===== config.mk =====
export PLATFORM = sky130hd
export DESIGN_NAME = cla5_sub_seq_flat
export DESIGN_NICKNAME = d
export VERILOG_FILES = /design/src/rtl/cla5_sub_seq_if.sv /design/src/rtl/cla5_sub_seq.sv /design/src/flat_wrapper.sv
export SDC_FILE = /design/constraint.sdc
export NUM_CORES = 1
export LEC_CHECK = 0
export CAP_MARGIN = 20
export CORE_AREA = 2 2 76 97
export CTS_CLUSTER_SIZE = 14
export DETAILED_ROUTE_END_ITERATION = 10
export DIE_AREA = 0 0 78 99
export PLACE_DENSITY = 0.77
export SLEW_MARGIN = 20
export SYNTH_ARGS = -nofsm -noshare
export SYNTH_HDL_FRONTEND = slang
export SYNTH_SLANG_ARGS = --single-unit

===== constraint.sdc =====
create_clock -name clk -period 3.3 [get_ports clk]
set_clock_uncertainty 0.15 [all_clocks]
set_input_delay 0.495 -clock clk [delete_from_list [all_inputs] [get_ports clk]]
set_output_delay 0.495 -clock clk [all_outputs]
set_load 0.005 [all_outputs]

===== src/rtl/cla5_sub_seq_if.sv =====
// Handshake and operand/result bundle for the sequential limb-serial subtractor.
interface cla5_sub_seq_if #(
  parameter int LIMBS = 4
);
  localparam int W = 5 * LIMBS;

  logic         in_valid;
  logic         in_ready;
  logic [W-1:0] A;
  logic [W-1:0] B;
  logic         Bin;
  logic         out_valid;
  logic         out_ready;
  logic [W-1:0] D;
  logic         Bout;
  logic         Z;

  modport master (
    output in_valid, A, B, Bin, out_ready,
    input  in_ready, out_valid, D, Bout, Z
  );

  modport slave (
    input  in_valid, A, B, Bin, out_ready,
    output in_ready, out_valid, D, Bout, Z
  );
endinterface


===== src/rtl/cla5_sub_seq.sv =====
// Limb-serial subtractor: one 5-bit carry-lookahead slice computes A + ~B + ~Bin,
// one limb per clock, least significant first, with a valid/ready handshake.
module cla5_sub_seq #(
  parameter int LIMBS = 4
) (
  input logic           clk,
  input logic           rst_n,
  cla5_sub_seq_if.slave bus
);
  localparam int W  = 5 * LIMBS;
  localparam int IW = (LIMBS > 1) ? $clog2(LIMBS) : 1;
  localparam logic [IW-1:0] LAST_IDX = IW'(LIMBS - 1);

  localparam logic [1:0] IDLE = 2'd0;
  localparam logic [1:0] BUSY = 2'd1;
  localparam logic [1:0] DONE = 2'd2;

  // Returns {carry_out, sum[4:0]}; every carry is a flat generate/propagate term.
  function automatic logic [5:0] cla5(input logic [4:0] a, input logic [4:0] b, input logic c0);
    logic [4:0] g;
    logic [4:0] p;
    logic [5:0] c;
    g    = a & b;
    p    = a ^ b;
    c[0] = c0;
    c[1] = g[0] | (p[0] & c0);
    c[2] = g[1] | (p[1] & g[0]) | (p[1] & p[0] & c0);
    c[3] = g[2] | (p[2] & g[1]) | (p[2] & p[1] & g[0]) | (p[2] & p[1] & p[0] & c0);
    c[4] = g[3] | (p[3] & g[2]) | (p[3] & p[2] & g[1]) | (p[3] & p[2] & p[1] & g[0])
         | (p[3] & p[2] & p[1] & p[0] & c0);
    c[5] = g[4] | (p[4] & g[3]) | (p[4] & p[3] & g[2]) | (p[4] & p[3] & p[2] & g[1])
         | (p[4] & p[3] & p[2] & p[1] & g[0]) | (p[4] & p[3] & p[2] & p[1] & p[0] & c0);
    return {c[5], p ^ c[4:0]};
  endfunction

  logic [1:0]    state_r;
  logic [W-1:0]  a_r;
  logic [W-1:0]  b_r;
  logic [W-1:0]  d_r;
  logic          c_r;
  logic [IW-1:0] idx_r;
  logic          bout_r;
  logic          z_r;
  logic          in_ready_r;
  logic          out_valid_r;

  logic [4:0]    a_limb_s;
  logic [4:0]    b_limb_s;
  logic [5:0]    cla_s;
  logic [W-1:0]  d_next_s;
  logic          last_s;

  // Current limb through the slice; d_next_s is D with that limb written in.
  always_comb begin
    a_limb_s = a_r[32'(idx_r) * 32'd5 +: 5];
    b_limb_s = ~b_r[32'(idx_r) * 32'd5 +: 5];
    cla_s    = cla5(a_limb_s, b_limb_s, c_r);
    d_next_s = d_r;
    d_next_s[32'(idx_r) * 32'd5 +: 5] = cla_s[4:0];
    if (idx_r == LAST_IDX) begin
      last_s = 1'b1;
    end else begin
      last_s = 1'b0;
    end
  end

  // Control FSM and datapath registers; reset discards any partial result.
  always_ff @(posedge clk) begin
    if (!rst_n) begin
      state_r     <= IDLE;
      a_r         <= {W{1'b0}};
      b_r         <= {W{1'b0}};
      d_r         <= {W{1'b0}};
      c_r         <= 1'b0;
      idx_r       <= {IW{1'b0}};
      bout_r      <= 1'b0;
      z_r         <= 1'b0;
      in_ready_r  <= 1'b1;
      out_valid_r <= 1'b0;
    end else begin
      case (state_r)
        IDLE: begin
          if (bus.in_valid) begin
            a_r        <= bus.A;
            b_r        <= bus.B;
            c_r        <= ~bus.Bin;
            idx_r      <= {IW{1'b0}};
            state_r    <= BUSY;
            in_ready_r <= 1'b0;
          end
        end
        BUSY: begin
          d_r   <= d_next_s;
          c_r   <= cla_s[5];
          idx_r <= idx_r + {{(IW-1){1'b0}}, 1'b1};
          if (last_s) begin
            state_r     <= DONE;
            out_valid_r <= 1'b1;
            bout_r      <= ~cla_s[5];
            z_r         <= (d_next_s == {W{1'b0}});
          end
        end
        DONE: begin
          if (bus.out_ready) begin
            state_r     <= IDLE;
            out_valid_r <= 1'b0;
            in_ready_r  <= 1'b1;
          end
        end
        default: begin
          state_r     <= IDLE;
          out_valid_r <= 1'b0;
          in_ready_r  <= 1'b1;
        end
      endcase
    end
  end

  assign bus.in_ready  = in_ready_r;
  assign bus.out_valid = out_valid_r;
  assign bus.D         = d_r;
  assign bus.Bout      = bout_r;
  assign bus.Z         = z_r;
endmodule


===== src/flat_wrapper.sv =====
// flat-port wrapper written by rule: the top's interface ports become plain ports
module cla5_sub_seq_flat 
#(
  parameter int LIMBS = 4
)
  (clk, rst_n, bus_in_valid, bus_A, bus_B, bus_Bin, bus_out_ready, bus_in_ready, bus_out_valid, bus_D, bus_Bout, bus_Z);
  cla5_sub_seq_if #(.LIMBS(LIMBS)) bus_i ();
  input logic clk;
  input logic rst_n;
  input wire logic [$bits(bus_i.in_valid)-1:0] bus_in_valid;
  input wire logic [$bits(bus_i.A)-1:0] bus_A;
  input wire logic [$bits(bus_i.B)-1:0] bus_B;
  input wire logic [$bits(bus_i.Bin)-1:0] bus_Bin;
  input wire logic [$bits(bus_i.out_ready)-1:0] bus_out_ready;
  output wire logic [$bits(bus_i.in_ready)-1:0] bus_in_ready;
  output wire logic [$bits(bus_i.out_valid)-1:0] bus_out_valid;
  output wire logic [$bits(bus_i.D)-1:0] bus_D;
  output wire logic [$bits(bus_i.Bout)-1:0] bus_Bout;
  output wire logic [$bits(bus_i.Z)-1:0] bus_Z;
  assign bus_i.in_valid = bus_in_valid;
  assign bus_i.A = bus_A;
  assign bus_i.B = bus_B;
  assign bus_i.Bin = bus_Bin;
  assign bus_i.out_ready = bus_out_ready;
  assign bus_in_ready = bus_i.in_ready;
  assign bus_out_valid = bus_i.out_valid;
  assign bus_D = bus_i.D;
  assign bus_Bout = bus_i.Bout;
  assign bus_Z = bus_i.Z;
  cla5_sub_seq #(.LIMBS(LIMBS)) u_core (.clk(clk), .rst_n(rst_n), .bus(bus_i));
endmodule

======== Word level (Yosys, flattened, before mapping) ========
Index checks and enable logic that the tools add are counted.
W data, S select, Z words.
word-level totals
  register bits after elaboration ......... 69
  output and inout bits ................... 24
  input port bits ......................... 45
cells by class
  bitwise operators ....................... 48
  multiplexer cells ....................... 16
  multiply operators ...................... 1
  add/sub/neg operators ................... 2
  reductions and logical operators ........ 9
  eq/ne operators ......................... 6
  shift operators ......................... 4
operator list
  cell                       count
  $shiftx A20 B6 Y5          2
  $neg A5 Y34                1
  $shift A5 B34 Y20 const A  1
  $shiftx A5 B34 Y20         1
  $and A1 B1 Y1              25
  $bwmux W20                 1
  $logic_not A20 Y1          1
  $or A1 B1 Y1               15
  $xor A5 B5 Y5              2
  $reduce_and A3 Y1          3
  $mux W2                    4
  $mux W1                    6
  $pmux W1 S3                2
  $pmux W2 S3                1
  $reduce_and A2 Y1          3
  $and A5 B5 Y5              1
  $mul A2 B3 Y5 const B      1
  $not A5 Y5                 1
  $eq A2 B2 Y1 const B       2
  $ne A2 B2 Y1 const B       2
  $not A1 Y1                 4
  $pmux W2 S2                1
  $add A2 B1 Y2 const B      1
  $eq A2 B1 Y1 const B       1
  4 further kinds            4

======== Logic depth before layout (Yosys ltp) ========
  depth after elaboration ................. 13
  depth in mapped cells ................... 9
  gate-level depth less buffers ........... 8

======== Worst setup path after synthesis ========
Ideal clock, no wire load.
  kind .................................... register to register
  start ................................... reg u_core.idx_r[0]
  end ..................................... reg u_core.z_r (netlist: u_core.bus.Z)
  arrival time ............................ 2742 ps
  cell stages (with the launch flop) ...... 9
  setup time .............................. 117 ps
  required time ........................... 3033 ps
  setup slack ............................. 291 ps
  path through ............................ dfxtp_1 -> buf_2 -> mux4_2 -> ha_1 -> a211o_1 -> a2111o_1 -> o311ai_2 -> o41ai_2 -> a32o_1
between the ends
  word-level cells in the longest chain between the ends .. 13
  elaborated cells between the ends (all ways) .. 41
ends and longest elaborated chain
  element                                                  RTL line                                                    RTL
  start: declaration                                       cla5_sub_seq.sv:41                                          logic [IW-1:0] idx_r;
  start signal: assignment                                 cla5_sub_seq.sv:75                                          idx_r <= {IW{1'b0}};
  start signal: assignment                                 cla5_sub_seq.sv:87                                          idx_r <= {IW{1'b0}};
  start signal: assignment                                 cla5_sub_seq.sv:95                                          idx_r <= idx_r + {{(IW-1){1'b0}}, 1'b1};
  $mul A2 B3 Y5                                            cla5_sub_seq.sv:55, cla5_sub_seq.sv:56, cla5_sub_seq.sv:59
  $shiftx A20 B6 Y5                                        cla5_sub_seq.sv:56                                          b_limb_s = ~b_r[32'(idx_r) * 32'd5 +: 5];
  $not A5 Y5                                               cla5_sub_seq.sv:56
  $xor A5 B5 Y5 / $and A5 B5 Y5 (equally long branches)    cla5_sub_seq.sv:24, cla5_sub_seq.sv:23
  $and A1 B1 Y1, on equally long branches                  cla5_sub_seq.sv:29, cla5_sub_seq.sv:30
  $or A1 B1 Y1, or another cell as far along (2 in a row)  cla5_sub_seq.sv:29                                          c[4] = g[3] | (p[3] & g[2]) | (p[3] & p[2] & g[1]) | (p[3] & p[2] & p[1] & g[0])
  $or A1 B1 Y1 / $and A1 B1 Y1 (equally long branches)     cla5_sub_seq.sv:29, cla5_sub_seq.sv:30
  $or A1 B1 Y1                                             cla5_sub_seq.sv:30                                          | (p[3] & p[2] & p[1] & p[0] & c0);
  $xor A5 B5 Y5                                            cla5_sub_seq.sv:33                                          return {c[5], p ^ c[4:0]};
  $shiftx A5 B34 Y20                                       cla5_sub_seq.sv:59                                          d_next_s[32'(idx_r) * 32'd5 +: 5] = cla_s[4:0];
  $bwmux W20                                               cla5_sub_seq.sv:59
  $logic_not A20 Y1                                        cla5_sub_seq.sv:100                                         z_r <= (d_next_s == {W{1'b0}});
  end signal: assignment                                   cla5_sub_seq.sv:100
  end: declaration                                         cla5_sub_seq.sv:43                                          logic z_r;
Parallel ways exist; a longest one is shown, timed or not.
A chain may end at the register's enable or synchronous reset.

======== Final worst setup path ========
Ends and elaborated chain as after synthesis.

==> results.md <==
* Status: finished, final reports clean
* Largest cells by area after synthesis: dfxtp_1, nand2_1, a21boi_0
* Final #Nets at ~500
* P&R area growth vs syn at 28.8%
* Seq cells post-synth at 69
* Vias in the first global route at approximately 2,700
* CTS Hold Buffers Added at 0
* Sequential fraction of the synthesis area at 0.417
* Total grt overflow at 0
* CP cell instances: mux4_2 -> ha_1 -> a211o_1 -> a2111o_1 -> o311ai_2 -> o41ai_2 -> a32o_1
* Crit end category: flip-flop
* Final std cells w/o fill at between 500 and 600
* Post-Syn Nets at about 430
* Mapped Cells at 370
* CTS tree: done
* Adder-Cell Fraction of Synth Area at 0.0514
* Violation count after the first detailed-route iteration at between 100 and 150
* Initial core utilization at 0.487
* Unique masters post-synth at 45
* Setup Buffers After CTS at 0
* Hold crit path type: reg -> reg
* Post-Place Cells at approximately 520
* Critical-path top delay cell: dfxtp_1
* Largest net degree at the start of global routing at 43
* # rows at 34
* Max cap viols at 0
* Worst IR Drop VDD at 260 µV
* Syn Std Cell Area at about 0.0033 mm²
* Worst-margin pin slew at around 0.8 ns
* Residual DRC at 0
* Slew HR at 0.465
* Core Region at a little under 0.007 mm²
* Antenna violations before repair at 0
* Avg Cell Area, Syn at a little under 9 µm²
* Port Buf Inserts at 68
* Die Span Y at between 90 and 100 µm
* Post-synthesis compound-gate area fraction at 0.202
* Max clock buf depth at 2
* Clk Tree Root Cell: clkbuf_8
* First-pass GRT wire length at ~12 mm
* Area leader, netlist: dfxtp_1
* WS Path Type: reg -> reg
* DR pass1 iterations at 4
* Yosys top cell area share at 0.417
* Post-synth EDFFs at 0
* Largest family of logic cells by synthesized area: simple AND/OR/NAND/NOR gates
* H-tree depth at 3
* RePlAce Congestion at slightly below 0.9
* Post_cts resized at 0
* All-Layer GR Usage at 0.197
* Pleak at 1.54 nW
* Ys Warns at 0
* CP peak stage delay at approximately 0.60 ns
* Clk sinks at just under 70
* Final hold vios at 0
* Pwr dens at approximately 450 mW/mm²
* Synth Area in XOR/XNOR at 0.00793
* Simple-gate portion of the synthesized area at 0.208
* Ys flop type: dfxtp_1
* Mux cell area share after synthesis at 0.0740
* Fmax at ~0.33 GHz
* Total number of vias at 2,778
* Crit path launch type: flip-flop
* Routed len/inst at between 10 and 15 µm
* Asr flop ratio synth at 0
* Data arrival time of the worst path at about 3.1 ns
* Unrepaired setup endpoints after global routing: no
* WL final at around 7.2 mm
* DIE WIDTH at roughly 80 µm
* I/O pin total at 69
* Critical Path RT at 3.39 ns
* Maximum fanout along the worst path at 8
* Reg clk slew, reported paths at around 0.07 ns
* Total negative slack at 0 ns
* Final Critical Period at between 3 and 4 ns
* Fin. max-slew vios at 0
* Setup violators final at 0
* Worst-skew pair later-pin latency at about 0.34 ns
* Antenna viol nets, final at 0
* Total die area at ~0.0077 mm²
* Routed vias/inst at between 5 and 6
* Final Core Density at 0.627
* Worst hold margin at ~0.31 ns
* Share of post-route cells with drive strength above 1 at 0.0839
* Post-DP HPWL at 5.43 mm
* CTS Buf Count at 9
* Ant. Diodes at 0
* Tcrit/Tclk final at 0.922
==> flip-flops by register name, summed over array words and instances, names as in the netlist <==
register              count
u_core.a_r               20
u_core.idx_r              2
u_core.bus.Bout           1
u_core.bus.in_ready       1
u_core.state_r            2
u_core.bus.Z              1
u_core.bus.out_valid      1
u_core.c_r                1
u_core.b_r               20
u_core.bus.D             20
==> kinds of logic after synthesis <==
kind of cell    count (synthesis)
simple gates                  150
compound gates                 89
flops                          69
buf+inv                        34
fa+ha+maj                      13
mux                            12
xor+xnor                        3
==> worst max-delay path: cells and delay by family, from the launching register on <==
kind                       cells  cell delay (ns)
AOI/OAI and AO/OA              5             1.26
adders and majority gates      1             0.33
DFF                            1             0.60
muxes                          1             0.60
==> layer usage <==
layer  routed length (µm)  share of wire  global-route usage  vias to the layer above
met5                    0              0                   0                        -
met2                 3590           0.50               0.332                       71
li1                     -              -                   -                     1416
met4                  154          0.021              0.0891                        0
met1                 3150           0.44               0.237                     1277
met3                  330          0.046              0.0449                       14
==> worst paths after layout <==
kind / cells after the start / from / slack [ns] / end
setup / recovery: 7 / u_core.idx_r[0] / 0.26 / u_core.bus.Z
setup reg to reg: 7 / u_core.idx_r[0] / 0.26 / u_core.bus.Z
hold / removal: 2 / u_core.a_r[17] / 0.31 / u_core.a_r[17]
hold reg to reg: 2 / u_core.a_r[17] / 0.31 / u_core.a_r[17]
==> synth_stat cells (5+ instances only) <==
cell type  count
a21oi_1        8
a21boi_0      45
nor2b_1       20
o21ai_0        5
ha_1          12
inv_1         14
mux4_2        10
dfxtp_1       69
nor2_1        10
nor3_1         5
nand2_1       95
a22oi_1       17
clkbuf_1      15
==> cell usage in the layout, fill, tap and decap left out, drive strengths merged, types with 2 or more instances in the layout <==
cell,netlist,layout
o31ai,2,2
clkdlybuf4s50,0,68
mux4,10,10
xnor2,2,2
buf,4,8
clkbuf,16,13
mux2i,2,2
dfxtp,69,69
nor3,7,7
nand4,2,2
o21ai,5,5
nor4,3,3
nor3b,4,4
ha,12,12
nor2,10,10
a211o,2,2
inv,14,14
a21boi,45,45
nand2,95,95
nor2b,20,20
a22oi,17,17
and2,2,2
a21oi,8,8
==> cell type report <==
class / instances / area (µm²)
inverter: 14 / 52.6
timing repair buffer: 76 / 741
multi-input combinational: 267 / 1810
sequential: 69 / 1380
clock buffer: 13 / 139
tap: 90 / 113
clock inverter: 2 / 35.0
fill: 601 / 2540
==> per-stage QoR <==
| stage | worst slack [ns] | power (mW) | cell area [µm²] |
|---|---|---|---|
| after floorplan | 0.291 | 1.14 | 3310 |
| after global placement | 0.343 | 1.28 | 4090 |
| after detailed placement | 0.266 | 1.29 | 4090 |
| after CTS | 0.245 | 1.92 | 4270 |
| after global routing | 0.0988 | 2.00 | 4270 |
| final | 0.257 | 1.91 | 4270 |
==> where the power goes <==
group	switching [mW]	internal, mW
combinational	0.187	0.187
clock	0.287	0.345
sequential	0.0293	0.872
No activity file was read; power rests on OpenSTA's default activity.
